File: config.mk
export PLATFORM = sky130hd
export DESIGN_NAME = ram_init_ctrl
export DESIGN_NICKNAME = d
export VERILOG_FILES = /design/src/rtl/ram_init_ctrl.sv
export SDC_FILE = /design/constraint.sdc
export NUM_CORES = 1
export LEC_CHECK = 0
export BUFFER_PORTS_ARGS = -buffer_cell sky130_fd_sc_hd__buf_2
export CAP_MARGIN = 20
export CORE_UTILIZATION = 40
export CTS_CLUSTER_DIAMETER = 120
export DETAILED_ROUTE_END_ITERATION = 16
export GPL_TIMING_DRIVEN = 0
export SETUP_SLACK_MARGIN = 0.02
export SYNTH_ARGS = -nofsm -noshare
export SYNTH_HDL_FRONTEND = slang
export SYNTH_SLANG_ARGS = --single-unit
File: constraint.sdc
create_clock -name clk -period 4.55 [get_ports clk]
set_input_delay 0.2275 -clock clk [delete_from_list [all_inputs] [get_ports clk]]
set_output_delay 0.2275 -clock clk [all_outputs]
set_load 0.01 [all_outputs]
File: src/rtl/ram_init_ctrl.sv
// Memory initialiser: after reset, fills [BASE_ADDR, BASE_ADDR+MEM_SIZE) with FILL_DATA
// using sequential AXI INCR write bursts, then reports done (and error on a slave error).
module ram_init_ctrl #(
    parameter logic [31:0] MEM_SIZE    = 32'h800,
    parameter logic [31:0] BASE_ADDR   = 32'h0000_0000,
    parameter int unsigned BURST_BEATS = 16,
    parameter int unsigned ID_WIDTH    = 6,
    parameter logic [63:0] FILL_DATA   = 64'h0
) (
    input  logic                clk,
    input  logic                rst,
    output logic [ID_WIDTH-1:0] o_awid,
    output logic [31:0]         o_awaddr,
    output logic [7:0]          o_awlen,
    output logic [2:0]          o_awsize,
    output logic [1:0]          o_awburst,
    output logic                o_awvalid,
    input  logic                i_awready,
    output logic [63:0]         o_wdata,
    output logic [7:0]          o_wstrb,
    output logic                o_wlast,
    output logic                o_wvalid,
    input  logic                i_wready,
    input  logic [ID_WIDTH-1:0] i_bid,
    input  logic [1:0]          i_bresp,
    input  logic                i_bvalid,
    output logic                o_bready,
    output logic                o_init_done,
    output logic                o_init_error,
    output logic                o_busy
);

    localparam logic [31:0] TOTAL_BEATS = MEM_SIZE >> 3;

    localparam logic [2:0] S_IDLE  = 3'd0;
    localparam logic [2:0] S_ADDR  = 3'd1;
    localparam logic [2:0] S_DATA  = 3'd2;
    localparam logic [2:0] S_RESP  = 3'd3;
    localparam logic [2:0] S_DONE  = 3'd4;
    localparam logic [2:0] S_ERROR = 3'd5;

    logic [2:0]  state, state_nxt;
    logic [31:0] addr, addr_nxt;
    logic [31:0] remain, remain_nxt;
    logic [7:0]  beat, beat_nxt;
    logic [7:0]  len, len_nxt;
    logic        wlast, wlast_nxt;

    // Burst length field for the next burst given the beats still to write.
    function automatic logic [7:0] len_for(input logic [31:0] r);
        return (r > BURST_BEATS) ? 8'(BURST_BEATS - 1) : 8'(r - 32'd1);
    endfunction

    always_comb begin
        state_nxt  = state;
        addr_nxt   = addr;
        remain_nxt = remain;
        beat_nxt   = beat;
        len_nxt    = len;
        wlast_nxt  = wlast;
        case (state)
            S_IDLE: begin
                state_nxt  = S_ADDR;
                remain_nxt = TOTAL_BEATS;
                len_nxt    = len_for(TOTAL_BEATS);
            end
            S_ADDR: begin
                if (i_awready) begin
                    state_nxt = S_DATA;
                    beat_nxt  = 8'd0;
                    wlast_nxt = (len == 8'd0);
                end
            end
            S_DATA: begin
                if (i_wready) begin
                    if (wlast) begin
                        state_nxt  = S_RESP;
                        remain_nxt = remain - (32'(len) + 32'd1);
                        wlast_nxt  = 1'b0;
                    end else begin
                        beat_nxt  = 8'(beat + 8'd1);
                        wlast_nxt = (8'(beat + 8'd1) == len);
                    end
                end
            end
            S_RESP: begin
                // Bit 1 of BRESP flags SLVERR/DECERR; OKAY and EXOKAY both count as success.
                if (i_bvalid) begin
                    if (i_bresp[1]) begin
                        state_nxt = S_ERROR;
                    end else if (remain == 32'd0) begin
                        state_nxt = S_DONE;
                    end else begin
                        state_nxt = S_ADDR;
                        addr_nxt  = addr + ((32'(len) + 32'd1) << 3);
                        len_nxt   = len_for(remain);
                    end
                end
            end
            S_DONE:  state_nxt = S_DONE;
            S_ERROR: state_nxt = S_ERROR;
            default: state_nxt = S_IDLE;
        endcase
    end

    // State, datapath and registered handshake/status outputs.
    always_ff @(posedge clk) begin
        if (rst) begin
            state        <= S_IDLE;
            addr         <= BASE_ADDR;
            remain       <= 32'd0;
            beat         <= 8'd0;
            len          <= 8'd0;
            wlast        <= 1'b0;
            o_awvalid    <= 1'b0;
            o_wvalid     <= 1'b0;
            o_bready     <= 1'b0;
            o_busy       <= 1'b0;
            o_init_done  <= 1'b0;
            o_init_error <= 1'b0;
        end else begin
            state        <= state_nxt;
            addr         <= addr_nxt;
            remain       <= remain_nxt;
            beat         <= beat_nxt;
            len          <= len_nxt;
            wlast        <= wlast_nxt;
            o_awvalid    <= (state_nxt == S_ADDR);
            o_wvalid     <= (state_nxt == S_DATA);
            o_bready     <= (state_nxt == S_RESP);
            o_busy       <= (state_nxt == S_ADDR) || (state_nxt == S_DATA) || (state_nxt == S_RESP);
            o_init_done  <= (state_nxt == S_DONE) || (state_nxt == S_ERROR);
            o_init_error <= (state_nxt == S_ERROR);
        end
    end

    assign o_awaddr  = addr;
    assign o_awlen   = len;
    assign o_wlast   = wlast;
    assign o_awid    = '0;
    assign o_awsize  = 3'd3;
    assign o_awburst = 2'b01;
    assign o_wdata   = FILL_DATA;
    assign o_wstrb   = 8'hFF;

    // Response ID and the EXOKAY bit carry no meaning for this master.
    logic unused_resp;
    assign unused_resp = ^{i_bid, i_bresp[0]};

endmodule

After elaboration in Yosys (flattened, before gate mapping)
Index checks and enable logic that the tools add are counted.
- add/subtract/negate cells: 5
- magnitude comparators: 1
- equal/unequal tests: 18
- muxes and demuxes: 23
- bitwise logic cells: 2
- reductions and logical operators: 14
- operators by type and width (operator ; count):
    $mux W32 ; 2
    $pmux W32 S2 ; 1
    $mux W8 ; 7
    $add A32 B12 Y32 ; 1
    $gt A32 B5 Y1 const B ; 1
    $logic_not A32 Y1 ; 1
    $pmux W8 S2 ; 2
    $sub A32 B9 Y32 ; 1
    $mux W3 ; 6
    $pmux W3 S6 ; 1
    $ne A2 B2 Y1 const B ; 7
    $eq A3 B2 Y1 const B ; 4
    $eq A3 B3 Y1 const B ; 4
    $reduce_and A4 Y1 ; 3
    $add A8 B1 Y9 const B ; 1
    $add A8 B1 Y8 const B ; 1
    $eq A8 B8 Y1 ; 1
    $logic_not A8 Y1 ; 1
    $sub A8 B1 Y8 const B ; 1
    $eq A3 B1 Y1 const B ; 2
    $reduce_and A3 Y1 ; 2
    $reduce_bool A2 Y1 ; 3
    $logic_not A3 Y1 ; 1
    $logic_or A1 B1 Y1 ; 3
    other kinds (3) ; 6
- bits in registers: 90
- output and inout bits: 130

Logic depth before layout (Yosys ltp)
Gate-level depths: netlist of run 1.
- depth in word-level cells: 8
- gate-level depth with buffers: 14
- gate-level depth less buffers: 12

Least setup slack after synthesis of run 1
OpenSTA, ideal clock, no wires.
- kind: register to register
- start: reg len[2], in the netlist o_awlen[2]
- end: reg remain[25]
- setup time: 0.128 ns
- arrival time: 3.116 ns
- data required time: 4.422 ns
- slack: 1.307 ns
- cell stages (with the launch flop): 15
- path through: dfxtp_1 -> clkbuf_1 -> nand3_1 -> nor2_1 -> xor2_1 -> inv_1 -> ha_1 -> a21o_1 -> a2111o_1 -> or4_1 -> buf_6 -> buf_8 -> nor3_2 -> xnor2_1 -> nor2_1
- cells in the longest elaborated chain, start to end: 5
- ends and longest elaborated chain (what ; RTL line ; text):
    start, declared ; 46 ; logic [7:0] len, len_nxt;
    start signal, assigned ; 126 ; len <= len_nxt;
    $add A8 B1 Y9 ; 78 ; remain_nxt = remain - (32'(len) + 32'd1);
    $sub A32 B9 Y32 ; 78 ;
    $mux W32 ; 76 ; if (wlast) begin
    $mux W32 ; 75 ; if (i_wready) begin
    $pmux W32 S2 ; 61 ; case (state)
    end signal, assigned ; 124 ; remain <= remain_nxt;
    end, declared ; 44 ; logic [31:0] remain, remain_nxt;
No other way between the ends. The select of a mux whose other input is x is not followed.
A chain may end at the register's enable or synchronous reset.

Final worst setup path of run 1
Ends and elaborated chain as after synthesis.

==> report_table.html, run 1 <==
<table>
<tr><th>Metric</th><th>Value</th></tr>
<tr><th colspan="2">Clock tree</th></tr>
<tr><td>Hold buffer count at CTS</td><td>0</td></tr>
<tr><td>TritonCTS clock tree</td><td>built</td></tr>
<tr><td>Maximum buffer depth of the clock tree</td><td>2</td></tr>
<tr><td>Clock buffers created by TritonCTS</td><td>9</td></tr>
<tr><td>Post-CTS setup buffer count</td><td>0</td></tr>
<tr><td>Clock Root Buffer</td><td>sky130_fd_sc_hd__clkbuf_16</td></tr>
<tr><td>CTS clock-pin slew for the worst setup and hold paths</td><td>60 ps</td></tr>
<tr><td>H-tree lvl count</td><td>3</td></tr>
<tr><td>Clock latency on the worst-skew pair</td><td>roughly 340 ps</td></tr>
<tr><td>Post-CTS sizing</td><td>0</td></tr>
<tr><td>Clock sink total</td><td>87</td></tr>
<tr><th colspan="2">Global routing</th></tr>
<tr><td>Leftover overflow at the end of global routing</td><td>0</td></tr>
<tr><td>GR Util All Layers</td><td>between 10% and 20%</td></tr>
<tr><td>Vias in the first global route</td><td>4414</td></tr>
<tr><td>Largest net degree at the start of global routing</td><td>14</td></tr>
<tr><td>First-pass GRT wire length</td><td>21340 microns</td></tr>
<tr><td>Number of antenna violations at the first check in global routing</td><td>0</td></tr>
<tr><th colspan="2">Cells and area</th></tr>
<tr><td>Area added between synthesis and finish</td><td>18.31%</td></tr>
<tr><td>Diode count</td><td>0</td></tr>
<tr><td>Final std cell area, no fill</td><td>6880 sq um</td></tr>
<tr><td>Cell Count, Final, Fillers Out</td><td>1039</td></tr>
<tr><td>Fraction of layout instances using a drive strength above 1</td><td>21.77%</td></tr>
<tr><td>Final cell utilization of the core</td><td>between 40 and 50%</td></tr>
<tr><td>Final layout net count</td><td>893</td></tr>
<tr><th colspan="2">Yosys</th></tr>
<tr><td>EDFF count, synth</td><td>0</td></tr>
<tr><td>Syn Area/Cell</td><td>8.168 sq um</td></tr>
<tr><td>Top cell type by total area after synthesis</td><td>sky130_fd_sc_hd__dfxtp_1</td></tr>
<tr><td>Top cells by area in the synthesized netlist</td><td>sky130_fd_sc_hd__dfxtp_1, sky130_fd_sc_hd__buf_4, sky130_fd_sc_hd__xnor2_1</td></tr>
<tr><td>Commonest register cell after synthesis</td><td>sky130_fd_sc_hd__dfxtp_1</td></tr>
<tr><td>Top cell type's share of synthesized area</td><td>29.95%</td></tr>
<tr><td>Netlist Area Pre-Place</td><td>5816 sq um</td></tr>
<tr><td>Register bit count reported by yosys</td><td>87</td></tr>
<tr><td>Yosys warning total</td><td>0</td></tr>
<tr><td>Sequential cell area fraction in the yosys report</td><td>29.95%</td></tr>
<tr><td>Number of distinct library cells after synthesis</td><td>71</td></tr>
<tr><td>Cell count after synthesis</td><td>712</td></tr>
<tr><td>Share of async-settable or async-resettable flops after synthesis</td><td>0%</td></tr>
<tr><td>Leading cell types by count after synthesis</td><td>sky130_fd_sc_hd__buf_4, sky130_fd_sc_hd__nor2_1, sky130_fd_sc_hd__dfxtp_1</td></tr>
<tr><th colspan="2">Setup path</th></tr>
<tr><td>Top cell by count, worst path</td><td>sky130_fd_sc_hd__nor2_1</td></tr>
<tr><td>Maximum fanout along the worst path</td><td>10</td></tr>
<tr><td>Reg-to-reg slack, setup</td><td>820 ps</td></tr>
<tr><td>Max stage delay cell, worst path</td><td>sky130_fd_sc_hd__a2111o_1</td></tr>
<tr><td>Critical path buffer and inverter count</td><td>4</td></tr>
<tr><td>Critical path type</td><td>reg -&gt; reg</td></tr>
<tr><td>Number of cells on the critical path</td><td>14</td></tr>
<tr><td>Crit. Startpoint</td><td>o_awlen[2]</td></tr>
<tr><td>Arrival time at the worst endpoint</td><td>3940 ps</td></tr>
<tr><td>Worst Reg-to-Reg Cells</td><td>14</td></tr>
<tr><td>Destination of the worst register-to-register timing path</td><td>remain[25]</td></tr>
<tr><td>Critical Path End Type</td><td>flop</td></tr>
<tr><td>Maximum cell stage delay along the critical path</td><td>490 ps</td></tr>
<tr><td>Family with the most delay on the worst path</td><td>simple AND/OR/NAND/NOR gates</td></tr>
<tr><td>CP startpoint kind</td><td>flop</td></tr>
<tr><td>Start of the worst register-to-register path</td><td>o_awlen[2]</td></tr>
<tr><td>Worst endpoint required time</td><td>4760 ps</td></tr>
<tr><td>CP endpoint</td><td>remain[25]</td></tr>
<tr><td>Critical path cell sequence</td><td>clkbuf_1, nand3_1, nor2_1, xor2_1, inv_1, ha_1, a21o_1, a2111o_1, or4_1, buf_6, buf_8, nor3_2, xnor2_1, nor2_1</td></tr>
<tr><th colspan="2">Route</th></tr>
<tr><td>Total detailed-routing wirelength</td><td>around 13000 microns</td></tr>
<tr><td>Post-DR wirelength/cell</td><td>about 12 microns</td></tr>
<tr><td>Vias per cell</td><td>4.715</td></tr>
<tr><td>First-pass detailed-route iteration total</td><td>5</td></tr>
<tr><td>Number of nets still failing antenna checks after routing</td><td>0</td></tr>
<tr><td>Number of vias in the routed layout</td><td>4899</td></tr>
<tr><td>Number of remaining DRC errors</td><td>0</td></tr>
<tr><td>Count of routing violations after the opening detailed-route iteration</td><td>274</td></tr>
<tr><th colspan="2">STA</th></tr>
<tr><td>Worst relative slew slack</td><td>29.06%</td></tr>
<tr><td>Total Neg Setup Slack</td><td>0 ps</td></tr>
<tr><td>Period utilisation layout</td><td>just over 80%</td></tr>
<tr><td>Slew of the pin with the lowest slew margin</td><td>~1100 ps</td></tr>
<tr><td>Final hold violation count</td><td>0</td></tr>
<tr><td>Final min period</td><td>3726 ps</td></tr>
<tr><td>Worst setup margin</td><td>824.1 ps</td></tr>
<tr><td>Final setup violating endpoints</td><td>0</td></tr>
<tr><td>Fmax</td><td>around 270 MHz</td></tr>
<tr><td>Worst clock skew</td><td>around 5.9 ps</td></tr>
<tr><td>RSZ-0062 raised after global routing</td><td>no</td></tr>
<tr><td>Max-slew violations</td><td>0</td></tr>
<tr><th colspan="2">Power and ir drop</th></tr>
<tr><td>Share of power burned in combinational logic</td><td>35.0%</td></tr>
<tr><td>Cell internal power dissipation</td><td>approximately 1600 uW</td></tr>
<tr><td>Switching pwr</td><td>826.5 uW</td></tr>
<tr><td>Leakage</td><td>0.003025 uW</td></tr>
<tr><td>Total power divided by cell area</td><td>351.9 nW/um^2</td></tr>
<tr><td>Clock network fraction of total power</td><td>29.2%</td></tr>
<tr><td>Max IR drop VDD</td><td>258.9 uV</td></tr>
<tr><td>Share of total power consumed by net switching</td><td>34.13%</td></tr>
<tr><td>Sequential cell fraction of total power</td><td>35.9%</td></tr>
<tr><th colspan="2">Die</th></tr>
<tr><td>I/O pins</td><td>143</td></tr>
<tr><td>Die ar.</td><td>approximately 15000 sq um</td></tr>
<tr><td>DIE HEIGHT</td><td>122.6 microns</td></tr>
<tr><td>Std-Cell Core Area</td><td>roughly 14000 sq um</td></tr>
<tr><td>Std cell rows</td><td>43</td></tr>
<tr><td>Initial cell density of the core</td><td>41.41%</td></tr>
<tr><td>Die X-Extent</td><td>roughly 120 microns</td></tr>
<tr><th colspan="2">Run</th></tr>
<tr><td>Maxcap violations</td><td>0</td></tr>
<tr><th colspan="2">Place</th></tr>
<tr><td>Total instance count after detailed placement</td><td>1024</td></tr>
<tr><td>Detailed Place HPWL</td><td>9838 microns</td></tr>
<tr><td>Number of buffers inserted by port buffering</td><td>48</td></tr>
<tr><td>Placed Area</td><td>between 6000 and 7000 sq um</td></tr>
<tr><td>Worst slack after detailed placement</td><td>~850 ps</td></tr>
<tr><td>Placer congestion estimate</td><td>0.8137</td></tr>
<tr><th colspan="2">Outcome</th></tr>
<tr><td>Result of the run</td><td>finished clean</td></tr>
<tr><th colspan="2">Worst hold path</th></tr>
<tr><td>Type of the most critical hold path</td><td>in -&gt; reg</td></tr>
</table>
cell families after synthesis:
family,Yosys count,synth area share (%)
mux,1,0.1721
xor+xnor,67,10.09
buf+inv,137,15.17
simple gates,282,26.89
fa+ha+maj,25,5.637
other cells,2,0.1291
compound gates,111,11.96
flops,87,29.95
tightest hold or removal path, cell delays in order:
cell and delay (ps):
sky130_fd_sc_hd__buf_2 100, sky130_fd_sc_hd__o211ai_1 110, sky130_fd_sc_hd__o21ai_1 140, sky130_fd_sc_hd__nor3_1 70
stage by stage:
step	total power (uW)	hold slack, ps
after floorplan	1564	484.0
after global placement	1724	462.4
after detailed placement	1728	467.6
after CTS	2442	349.5
after global routing	2579	403.8
final	2422	362.2
cells in the final DEF, fill, tap and decap left out, types with 12 or more instances in the layout:
master                      n
sky130_fd_sc_hd__nand3b_1  12
sky130_fd_sc_hd__a21oi_1   38
sky130_fd_sc_hd__nor3_1    15
sky130_fd_sc_hd__nor4_1    12
sky130_fd_sc_hd__nand3_1   17
sky130_fd_sc_hd__buf_2     51
sky130_fd_sc_hd__dfxtp_1   87
sky130_fd_sc_hd__conb_1    86
sky130_fd_sc_hd__o21ai_0   18
sky130_fd_sc_hd__nand2_1   48
sky130_fd_sc_hd__buf_4     88
sky130_fd_sc_hd__xnor2_1   59
sky130_fd_sc_hd__ha_1      23
sky130_fd_sc_hd__inv_1     22
sky130_fd_sc_hd__nor2_1    88
sky130_fd_sc_hd__clkbuf_1  19
power groups by stage:
stage / Clock (uW) / Combinational [uW] / Sequential (uW)
6_report: 706 / 847 / 869
5_1_grt: 756 / 947 / 876
4_1_cts: 727 / 847 / 869
3_5_place_dp: 0 / 843 / 885
3_3_place_gp: 0 / 839 / 885
2_1_floorplan: 0 / 685 / 879
how the worst min path moves through the flow:
stage                     start            to  slack, ps  depth (start not counted)
global route         i_bresp[1]  o_init_error        400                          4
detailed placement  o_awaddr[9]   o_awaddr[9]        470                          2
CTS                  i_bresp[1]     o_awvalid        350                          4
floorplan            remain[16]    remain[16]        480                          2
global placement    o_awaddr[7]   o_awaddr[7]        460                          2
finish               i_bresp[1]     o_awvalid        360                          4
routing by layer:
layer | GRT usage, % | routed length [microns] | up-vias | part of all wire (%)
met2 | 29.81 | 5994 | 99 | 47
met4 | 4.878 | 133 | 0 | 1.0
li1 | - | - | 2563 | -
met1 | 23.18 | 6128 | 2229 | 48
met3 | 4.275 | 609 | 8 | 4.7
met5 | 0 | 0 | - | 0
layout make-up:
cell class | instances | area, sq um
Buffer | 115 | 799.5
Multi-Input combinational cell | 572 | 3507
Inverter | 22 | 82.58
Clock buffer | 12 | 266.5
Sequential cell | 87 | 1742
Tap cell | 180 | 225.2
Clock inverter | 3 | 17.52
Fill cell | 1429 | 7162
Timing Repair Buffer | 48 | 240.2
registers in the layout, summed over array words and instances, names as in the netlist:
name	cells
remain	32
o_awaddr	29
beat	8
o_awlen	8
state	3
o_awvalid	1
o_bready	1
o_busy	1
o_init_done	1
o_init_error	1
o_wlast	1
o_wvalid	1
Power figures use the tool's default switching activity.
==> inputs of run 2 (changes only) <==
PLACE_DENSITY = 0.65   (was not set)
clock period = 3.05 ns   (was 4.55 ns; I/O delays follow)
==> report_table.html, run 2 (same netlist as run 1, synthesis figures left out) <==
<table>
<tr><th>Metric</th><th>Value</th></tr>
<tr><th colspan="2">Die</th></tr>
<tr><td>Std cell rows</td><td>43 (unchanged)</td></tr>
<tr><td>DIE HEIGHT</td><td>122.6 microns (unchanged)</td></tr>
<tr><td>Initial cell density of the core</td><td>41.41% (unchanged)</td></tr>
<tr><td>I/O pins</td><td>143 (unchanged)</td></tr>
<tr><td>Die X-Extent</td><td>122.6 microns (unchanged)</td></tr>
<tr><td>Std-Cell Core Area</td><td>14040 sq um (unchanged)</td></tr>
<tr><td>Die ar.</td><td>15020 sq um (unchanged)</td></tr>
<tr><th colspan="2">STA</th></tr>
<tr><td>Fmax</td><td>324.6 MHz (was 268.4 MHz)</td></tr>
<tr><td>Final hold violation count</td><td>0 (unchanged)</td></tr>
<tr><td>Worst relative slew slack</td><td>37.00% (was 29.06%)</td></tr>
<tr><td>Final min period</td><td>3080 ps (was 3726 ps)</td></tr>
<tr><td>Total Neg Setup Slack</td><td>-56.52 ps (was 0 ps)</td></tr>
<tr><td>RSZ-0062 raised after global routing</td><td>yes (was no)</td></tr>
<tr><td>Max-slew violations</td><td>0 (unchanged)</td></tr>
<tr><td>Slew of the pin with the lowest slew margin</td><td>942.9 ps (was 1059 ps)</td></tr>
<tr><td>Final setup violating endpoints</td><td>4 (was 0)</td></tr>
<tr><td>Period utilisation layout</td><td>101.0% (was 81.89%)</td></tr>
<tr><td>Worst clock skew</td><td>5.970 ps (was 5.874 ps)</td></tr>
<tr><td>Worst setup margin</td><td>-30.45 ps (was 824.1 ps)</td></tr>
<tr><th colspan="2">Power and ir drop</th></tr>
<tr><td>Total power divided by cell area</td><td>540.6 nW/um^2 (was 351.9 nW/um^2)</td></tr>
<tr><td>Max IR drop VDD</td><td>554.0 uV (was 258.9 uV)</td></tr>
<tr><td>Leakage</td><td>0.003211 uW (was 0.003025 uW)</td></tr>
<tr><td>PnR Total Power</td><td>4005 uW (was 2422 uW)</td></tr>
<tr><th colspan="2">Cells and area</th></tr>
<tr><td>Most common cell after layout, fill and taps aside</td><td>sky130_fd_sc_hd__buf_4</td></tr>
<tr><td>Final std cell area, no fill</td><td>7410 sq um (was 6880 sq um)</td></tr>
<tr><td>Area added between synthesis and finish</td><td>27.41% (was 18.31%)</td></tr>
<tr><td>Final layout net count</td><td>916 (was 893)</td></tr>
<tr><td>Register ranked first by flip-flop count</td><td>remain (unchanged)</td></tr>
<tr><td>Fraction of layout instances using a drive strength above 1</td><td>27.18% (was 21.77%)</td></tr>
<tr><td>Largest register FFs</td><td>32 (unchanged)</td></tr>
<tr><td>Final cell utilization of the core</td><td>52.77% (was 49.00%)</td></tr>
<tr><td>Diode count</td><td>0 (unchanged)</td></tr>
<tr><td>Most used cells in the layout excluding fill and tap cells</td><td>sky130_fd_sc_hd__buf_4, sky130_fd_sc_hd__nor2_1, sky130_fd_sc_hd__conb_1, sky130_fd_sc_hd__dfxtp_1, sky130_fd_sc_hd__xnor2_1 (was sky130_fd_sc_hd__nor2_1, sky130_fd_sc_hd__buf_4, sky130_fd_sc_hd__dfxtp_1, sky130_fd_sc_hd__conb_1, sky130_fd_sc_hd__xnor2_1)</td></tr>
<tr><th colspan="2">Outcome</th></tr>
<tr><td>Violated checks</td><td>setup timing</td></tr>
<tr><td>Result of the run</td><td>complete, but fails checks (was finished clean)</td></tr>
<tr><th colspan="2">Route</th></tr>
<tr><td>Post-DR wirelength/cell</td><td>12.88 microns (was 12.38 microns)</td></tr>
<tr><td>Number of nets still failing antenna checks after routing</td><td>0 (unchanged)</td></tr>
<tr><td>Total detailed-routing wirelength</td><td>13690 microns (was 12870 microns)</td></tr>
<tr><td>Vias per cell</td><td>4.807 (was 4.715)</td></tr>
<tr><td>Count of routing violations after the opening detailed-route iteration</td><td>229 (was 274)</td></tr>
<tr><td>Number of remaining DRC errors</td><td>0 (unchanged)</td></tr>
<tr><td>First-pass detailed-route iteration total</td><td>7 (was 5)</td></tr>
<tr><td>Number of vias in the routed layout</td><td>5110 (was 4899)</td></tr>
<tr><th colspan="2">Setup path</th></tr>
<tr><td>Family with the most delay on the worst path</td><td>simple AND/OR/NAND/NOR gates (unchanged)</td></tr>
<tr><td>Arrival time at the worst endpoint</td><td>3300 ps (was 3940 ps)</td></tr>
<tr><td>CP startpoint kind</td><td>flop (unchanged)</td></tr>
<tr><td>Maximum fanout along the worst path</td><td>8 (was 10)</td></tr>
<tr><td>Max stage delay cell, worst path</td><td>sky130_fd_sc_hd__or4_4 (was sky130_fd_sc_hd__a2111o_1)</td></tr>
<tr><td>Critical path buffer and inverter count</td><td>3 (was 4)</td></tr>
<tr><td>Critical path type</td><td>reg -&gt; reg (unchanged)</td></tr>
<tr><td>Worst endpoint required time</td><td>3270 ps (was 4760 ps)</td></tr>
<tr><td>Maximum cell stage delay along the critical path</td><td>440 ps (was 490 ps)</td></tr>
<tr><td>Top cell by count, worst path</td><td>sky130_fd_sc_hd__buf_12 (was sky130_fd_sc_hd__nor2_1)</td></tr>
<tr><td>Reg-to-reg slack, setup</td><td>-30 ps (was 820 ps)</td></tr>
<tr><td>Critical path cell sequence</td><td>and3_4, nand3_4, nor2_4, xor2_2, inv_2, ha_4, a21o_1, a2111o_1, or4_4, buf_12, buf_12, nor3_4, xnor2_1, nor2_1 (was clkbuf_1, nand3_1, nor2_1, xor2_1, inv_1, ha_1, a21o_1, a2111o_1, or4_1, buf_6, buf_8, nor3_2, xnor2_1, nor2_1)</td></tr>
<tr><td>Critical Path End Type</td><td>flop (unchanged)</td></tr>
<tr><th colspan="2">Clock tree</th></tr>
<tr><td>Clock latency on the worst-skew pair</td><td>350 ps (was 340 ps)</td></tr>
<tr><td>H-tree lvl count</td><td>3 (unchanged)</td></tr>
<tr><td>Clock Root Buffer</td><td>sky130_fd_sc_hd__clkbuf_16 (unchanged)</td></tr>
<tr><td>Clock sink total</td><td>87 (unchanged)</td></tr>
<tr><td>TritonCTS clock tree</td><td>built (unchanged)</td></tr>
<tr><td>CTS clock-pin slew for the worst setup and hold paths</td><td>60 ps (about the same)</td></tr>
<tr><td>Maximum buffer depth of the clock tree</td><td>2 (unchanged)</td></tr>
<tr><td>Clock buffers created by TritonCTS</td><td>9 (unchanged)</td></tr>
<tr><th colspan="2">Place</th></tr>
<tr><td>Placer congestion estimate</td><td>0.8562 (was 0.8137)</td></tr>
<tr><td>Detailed Place HPWL</td><td>9810 microns (was 9838 microns)</td></tr>
<tr><td>Number of buffers inserted by port buffering</td><td>48 (unchanged)</td></tr>
<tr><td>Placed Area</td><td>6646 sq um (was 6596 sq um)</td></tr>
<tr><th colspan="2">Global routing</th></tr>
<tr><td>Largest net degree at the start of global routing</td><td>15 (was 14)</td></tr>
<tr><td>Vias in the first global route</td><td>4530 (was 4414)</td></tr>
<tr><td>Number of antenna violations at the first check in global routing</td><td>0 (unchanged)</td></tr>
<tr><td>Leftover overflow at the end of global routing</td><td>0 (unchanged)</td></tr>
<tr><td>GR Util All Layers</td><td>18.43% (was 17.99%)</td></tr>
<tr><td>First-pass GRT wire length</td><td>21800 microns (was 21340 microns)</td></tr>
<tr><th colspan="2">Run</th></tr>
<tr><td>Maxcap violations</td><td>0 (unchanged)</td></tr>
<tr><th colspan="2">Worst hold path</th></tr>
<tr><td>Type of the most critical hold path</td><td>in -&gt; reg (unchanged)</td></tr>
</table>
## run 2: cell count changes in the layout (fill, tap and decap cells not counted), moves of 3 or more
cell | before | now
sky130_fd_sc_hd__nor3_2 | 8 | 1
sky130_fd_sc_hd__dfxtp_1 | 87 | 83
sky130_fd_sc_hd__nor4_2 | 6 | 2
sky130_fd_sc_hd__nand3_1 | 17 | 14
sky130_fd_sc_hd__clkbuf_1 | 19 | 15
sky130_fd_sc_hd__ha_1 | 23 | 18
sky130_fd_sc_hd__nor3_4 | 0 | 7
sky130_fd_sc_hd__buf_12 | 0 | 3
sky130_fd_sc_hd__buf_4 | 88 | 110
sky130_fd_sc_hd__dfxtp_4 | 0 | 3
sky130_fd_sc_hd__nor4_4 | 1 | 5
sky130_fd_sc_hd__ha_4 | 0 | 4
## run 2: what timing repair did
| item | in CTS | in global routing |
|---|---|---|
| buffers inserted | 17 | 6 |
| hold buffers | 0 | 0 |
| endpoints found under the setup margin | 32 | 29 |
| pin swaps | 4 | 17 |
| resized for setup | 11 | 34 |
| gates cloned | 0 | 1 |
| endpoints found under the hold margin | 0 | 0 |
## run 2: per-layer routing
metal | wire length (microns) | GRT usage, %
met2 | 6704 | 31.39
met1 | 6029 | 22.98
met5 | 0 | 0
met4 | 223 | 5.183
met3 | 733 | 4.414
## run 2: where the power goes
group,switching [uW],leakage (uW),internal [uW],total (uW)
Combinational,845,0.00235,726,1570
Sequential,82.1,0.000707,1220,1300
Clock,458,0.000152,678,1140
Total,1390,0.00321,2620,4010
## run 2: path summary, 6_finish.rpt
| check | end | cells after the start | start |
|---|---|---|---|
| max reg2reg | remain[20] | 14 | o_awlen[1] |
| min reg2reg | o_awaddr[11] | 2 | o_awaddr[11] |
| min | o_awvalid | 4 | i_bresp[1] |
| max | remain[20] | 14 | o_awlen[1] |
## run 2: worst register-to-register path, delay by kind of cell (launching register included)
kind | cells | cell delay (ps)
buf+inv | 3 | 390
xor+xnor | 2 | 320
fa+ha+maj | 1 | 230
flops | 1 | 380
simple gates | 6 | 1090
compound gates | 2 | 550
## run 2: final cells by class
| type | count | area (sq um) |
|---|---|---|
| Timing Repair Buffer | 72 | 454.2 |
| Sequential cell | 87 | 1754 |
| Inverter | 22 | 82.58 |
| Fill cell | 1329 | 6633 |
| Clock inverter | 5 | 56.30 |
| Multi-Input combinational cell | 572 | 3747 |
| Clock buffer | 11 | 252.7 |
| Buffer | 114 | 837.1 |
| Tap cell | 180 | 225.2 |
## run 2: stage by stage
stage / instances / worst slack [ps] / hold slack (ps)
2_1_floorplan: 796 / 53.98 / 437.8
3_3_place_gp: 1024 / -298.4 / 461.4
4_1_cts: 1056 / -66.59 / 244.8
3_5_place_dp: 1024 / -306.6 / 469.2
5_1_grt: 1063 / -138.0 / 316.6
6_report: 1063 / -30.45 / 268.3
==> inputs of run 3 (changes only) <==
CORE_ASPECT_RATIO = 0.9   (was not set)
==> report_table.html, run 3 (same netlist as run 1, synthesis figures left out) <==
<table>
<tr><th>Metric</th><th>Value</th></tr>
<tr><th colspan="2">Setup path</th></tr>
<tr><td>Critical path buffer and inverter count</td><td>2 (was 3)</td></tr>
<tr><td>Critical path type</td><td>reg -&gt; reg (unchanged)</td></tr>
<tr><td>Worst Reg-to-Reg Cells</td><td>13 (was 14)</td></tr>
<tr><td>Number of cells on the critical path</td><td>13 (was 14)</td></tr>
<tr><td>CP startpoint kind</td><td>flop (unchanged)</td></tr>
<tr><td>Critical path cell sequence</td><td>and3_4, nand3_4, nor2_4, xor2_2, inv_2, ha_4, a21o_1, a2111o_1, or4_4, buf_12, nor4_2, xnor2_1, nor2_1 (was and3_4, nand3_4, nor2_4, xor2_2, inv_2, ha_4, a21o_1, a2111o_1, or4_4, buf_12, buf_12, nor3_4, xnor2_1, nor2_1)</td></tr>
<tr><td>Family with the most delay on the worst path</td><td>simple AND/OR/NAND/NOR gates (unchanged)</td></tr>
<tr><td>Arrival time at the worst endpoint</td><td>3250 ps (was 3300 ps)</td></tr>
<tr><td>Max stage delay cell, worst path</td><td>sky130_fd_sc_hd__or4_4 (unchanged)</td></tr>
<tr><td>Maximum fanout along the worst path</td><td>8 (unchanged)</td></tr>
<tr><td>Critical Path End Type</td><td>flop (unchanged)</td></tr>
<tr><td>Maximum cell stage delay along the critical path</td><td>440 ps (about the same)</td></tr>
<tr><td>Worst endpoint required time</td><td>3270 ps (about the same)</td></tr>
<tr><td>Reg-to-reg slack, setup</td><td>10 ps (was -30 ps)</td></tr>
<tr><th colspan="2">Global routing</th></tr>
<tr><td>GR Util All Layers</td><td>18.02% (was 18.43%)</td></tr>
<tr><td>Number of antenna violations at the first check in global routing</td><td>0 (unchanged)</td></tr>
<tr><td>First-pass GRT wire length</td><td>21300 microns (was 21800 microns)</td></tr>
<tr><td>Largest net degree at the start of global routing</td><td>14 (was 15)</td></tr>
<tr><td>Vias in the first global route</td><td>4346 (was 4530)</td></tr>
<tr><td>Leftover overflow at the end of global routing</td><td>0 (unchanged)</td></tr>
<tr><th colspan="2">Cells and area</th></tr>
<tr><td>Diode count</td><td>0 (unchanged)</td></tr>
<tr><td>Most used cells in the layout excluding fill and tap cells</td><td>sky130_fd_sc_hd__buf_4, sky130_fd_sc_hd__nor2_1, sky130_fd_sc_hd__conb_1, sky130_fd_sc_hd__dfxtp_1, sky130_fd_sc_hd__xnor2_1 (unchanged)</td></tr>
<tr><td>Most common cell after layout, fill and taps aside</td><td>sky130_fd_sc_hd__buf_4 (unchanged)</td></tr>
<tr><td>Register ranked first by flip-flop count</td><td>remain (unchanged)</td></tr>
<tr><td>Final std cell area, no fill</td><td>7358 sq um (was 7410 sq um)</td></tr>
<tr><td>Fraction of layout instances using a drive strength above 1</td><td>26.59% (was 27.18%)</td></tr>
<tr><td>Cell Count, Final, Fillers Out</td><td>1073 (was 1063)</td></tr>
<tr><td>Area added between synthesis and finish</td><td>26.53% (was 27.41%)</td></tr>
<tr><td>Largest register FFs</td><td>32 (unchanged)</td></tr>
<tr><td>Final layout net count</td><td>913 (was 916)</td></tr>
<tr><th colspan="2">Die</th></tr>
<tr><td>Initial cell density of the core</td><td>41.22% (was 41.41%)</td></tr>
<tr><td>Std-Cell Core Area</td><td>14110 sq um (was 14040 sq um)</td></tr>
<tr><td>DIE HEIGHT</td><td>116.4 microns (was 122.6 microns)</td></tr>
<tr><td>Std cell rows</td><td>41 (was 43)</td></tr>
<tr><td>I/O pins</td><td>143 (unchanged)</td></tr>
<tr><td>Die X-Extent</td><td>129.1 microns (was 122.6 microns)</td></tr>
<tr><td>Die ar.</td><td>15030 sq um (was 15020 sq um)</td></tr>
<tr><th colspan="2">STA</th></tr>
<tr><td>RSZ-0062 raised after global routing</td><td>yes (unchanged)</td></tr>
<tr><td>Period utilisation layout</td><td>99.64% (was 101.0%)</td></tr>
<tr><td>Max-slew violations</td><td>0 (unchanged)</td></tr>
<tr><td>Fmax</td><td>329.0 MHz (was 324.6 MHz)</td></tr>
<tr><td>Final setup violating endpoints</td><td>0 (was 4)</td></tr>
<tr><td>Slew of the pin with the lowest slew margin</td><td>859.6 ps (was 942.9 ps)</td></tr>
<tr><td>Worst relative slew slack</td><td>42.57% (was 37.00%)</td></tr>
<tr><td>Final min period</td><td>3039 ps (was 3080 ps)</td></tr>
<tr><td>Worst clock skew</td><td>9.344 ps (was 5.970 ps)</td></tr>
<tr><td>Final hold violation count</td><td>0 (unchanged)</td></tr>
<tr><th colspan="2">Clock tree</th></tr>
<tr><td>CTS clock-pin slew for the worst setup and hold paths</td><td>60 ps (about the same)</td></tr>
<tr><td>H-tree lvl count</td><td>3 (unchanged)</td></tr>
<tr><td>Clock buffers created by TritonCTS</td><td>9 (unchanged)</td></tr>
<tr><td>Clock latency on the worst-skew pair</td><td>350 ps (about the same)</td></tr>
<tr><td>Maximum buffer depth of the clock tree</td><td>2 (unchanged)</td></tr>
<tr><td>TritonCTS clock tree</td><td>built (unchanged)</td></tr>
<tr><td>Hold buffer count at CTS</td><td>0 (unchanged)</td></tr>
<tr><td>Clock sink total</td><td>87 (unchanged)</td></tr>
<tr><td>Clock Root Buffer</td><td>sky130_fd_sc_hd__clkbuf_16 (unchanged)</td></tr>
<tr><th colspan="2">Route</th></tr>
<tr><td>Vias per cell</td><td>4.624 (was 4.807)</td></tr>
<tr><td>Total detailed-routing wirelength</td><td>13300 microns (was 13690 microns)</td></tr>
<tr><td>Number of vias in the routed layout</td><td>4962 (was 5110)</td></tr>
<tr><td>Count of routing violations after the opening detailed-route iteration</td><td>183 (was 229)</td></tr>
<tr><td>First-pass detailed-route iteration total</td><td>4 (was 7)</td></tr>
<tr><td>Number of nets still failing antenna checks after routing</td><td>0 (unchanged)</td></tr>
<tr><td>Number of remaining DRC errors</td><td>0 (unchanged)</td></tr>
<tr><td>Post-DR wirelength/cell</td><td>12.40 microns (was 12.88 microns)</td></tr>
<tr><th colspan="2">Power and ir drop</th></tr>
<tr><td>Max IR drop VDD</td><td>391.4 uV (was 554.0 uV)</td></tr>
<tr><td>Share of total power consumed by net switching</td><td>33.68% (was 34.58%)</td></tr>
<tr><td>Switching pwr</td><td>1351 uW (was 1385 uW)</td></tr>
<tr><td>Cell internal power dissipation</td><td>2660 uW (was 2620 uW)</td></tr>
<tr><td>Clock network fraction of total power</td><td>28.7% (was 28.4%)</td></tr>
<tr><td>Sequential cell fraction of total power</td><td>32.3% (was 32.4%)</td></tr>
<tr><td>Total power divided by cell area</td><td>545.1 nW/um^2 (was 540.6 nW/um^2)</td></tr>
<tr><td>Leakage</td><td>0.003195 uW (was 0.003211 uW)</td></tr>
<tr><td>Share of power burned in combinational logic</td><td>39.1% (was 39.2%)</td></tr>
<tr><th colspan="2">Place</th></tr>
<tr><td>Number of buffers inserted by port buffering</td><td>48 (unchanged)</td></tr>
<tr><td>Total instance count after detailed placement</td><td>1037 (was 1024)</td></tr>
<tr><td>Placed Area</td><td>6663 sq um (was 6646 sq um)</td></tr>
<tr><td>Detailed Place HPWL</td><td>9687 microns (was 9810 microns)</td></tr>
<tr><td>Placer congestion estimate</td><td>0.9050 (was 0.8562)</td></tr>
<tr><th colspan="2">Worst hold path</th></tr>
<tr><td>Type of the most critical hold path</td><td>in -&gt; reg (unchanged)</td></tr>
<tr><td>Number of stages on the worst hold path</td><td>4 (unchanged)</td></tr>
<tr><th colspan="2">Outcome</th></tr>
<tr><td>Result of the run</td><td>finished clean (was complete, but fails checks)</td></tr>
<tr><th colspan="2">Run</th></tr>
<tr><td>Maxcap violations</td><td>0 (unchanged)</td></tr>
</table>
run 3: cell count changes in the layout (fill, tap and decap cells not counted), sizes merged:
cell and delta:
clkinv -1, clkbuf +1, clkinvlp -1, buf -2
run 3: worst paths after layout:
path               start           to
max           o_awlen[1]   remain[26]
min           i_bresp[1]    o_awvalid
max reg2reg   o_awlen[1]   remain[26]
min reg2reg  o_awaddr[6]  o_awaddr[6]
run 3: layout make-up:
cell class | count | area, sq um
fillers | 1340 | 6749
multi-input cells | 572 | 3696
flip-flops and latches | 87 | 1757
plain buffers | 114 | 840.8
repair buffers | 69 | 430.4
clock buffers | 13 | 270.3
well taps | 193 | 241.5
inverters | 22 | 82.58
clock inverters | 3 | 40.04
run 3: timing repair:
item / in CTS / in global routing
endpoints found under the setup margin: 31 / 42
gates cloned: 1 / 0
pin swaps: 10 / 16
gates resized for setup: 32 / 6
buffers inserted: 13 / 7
run 3: worst reg2reg max path, delay by kind of cell, from the launching register on:
| kind | cells | cell delay, ps |
|---|---|---|
| compound gates | 2 | 560 |
| xor+xnor | 2 | 370 |
| fa+ha+maj | 1 | 220 |
| buf+inv | 2 | 240 |
| flops | 1 | 370 |
| simple gates | 6 | 1150 |
run 3: power groups by stage:
stage	sequential [uW]	combinational (uW)	clock, uW
6_report	1290	1570	1150
5_1_grt	1310	1720	1220
2_1_floorplan	1310	1030	0
4_1_cts	1300	1440	1180
3_5_place_dp	1320	1270	0
3_3_place_gp	1320	1270	0
run 3: per-stage QoR:
step / TNS [ps] / hold slack [ps] / total power, uW / utilization [%] / setup WS [ps]
floorplan: 0 / 437.8 / 2349 / - / 53.98
global placement: -5775 / 461.6 / 2589 / 47.23 / -291.4
detailed placement: -6217 / 466.7 / 2597 / 47.23 / -307.5
CTS: -134.1 / 241.2 / 3907 / 51.55 / -33.95
global route: -1065 / 292.0 / 4247 / 52.16 / -147.5
finish: 0 / 253.8 / 4011 / 52.16 / 10.92
run 3: routing by layer:
metal | track usage (%) | vias to the layer above | part of all wire [%]
met3 | 3.756 | 13 | 3.7
met5 | 0 | - | 0
li1 | - | 2606 | -
met2 | 30.00 | 89 | 47
met4 | 5.412 | 0 | 1.2
met1 | 23.47 | 2254 | 48
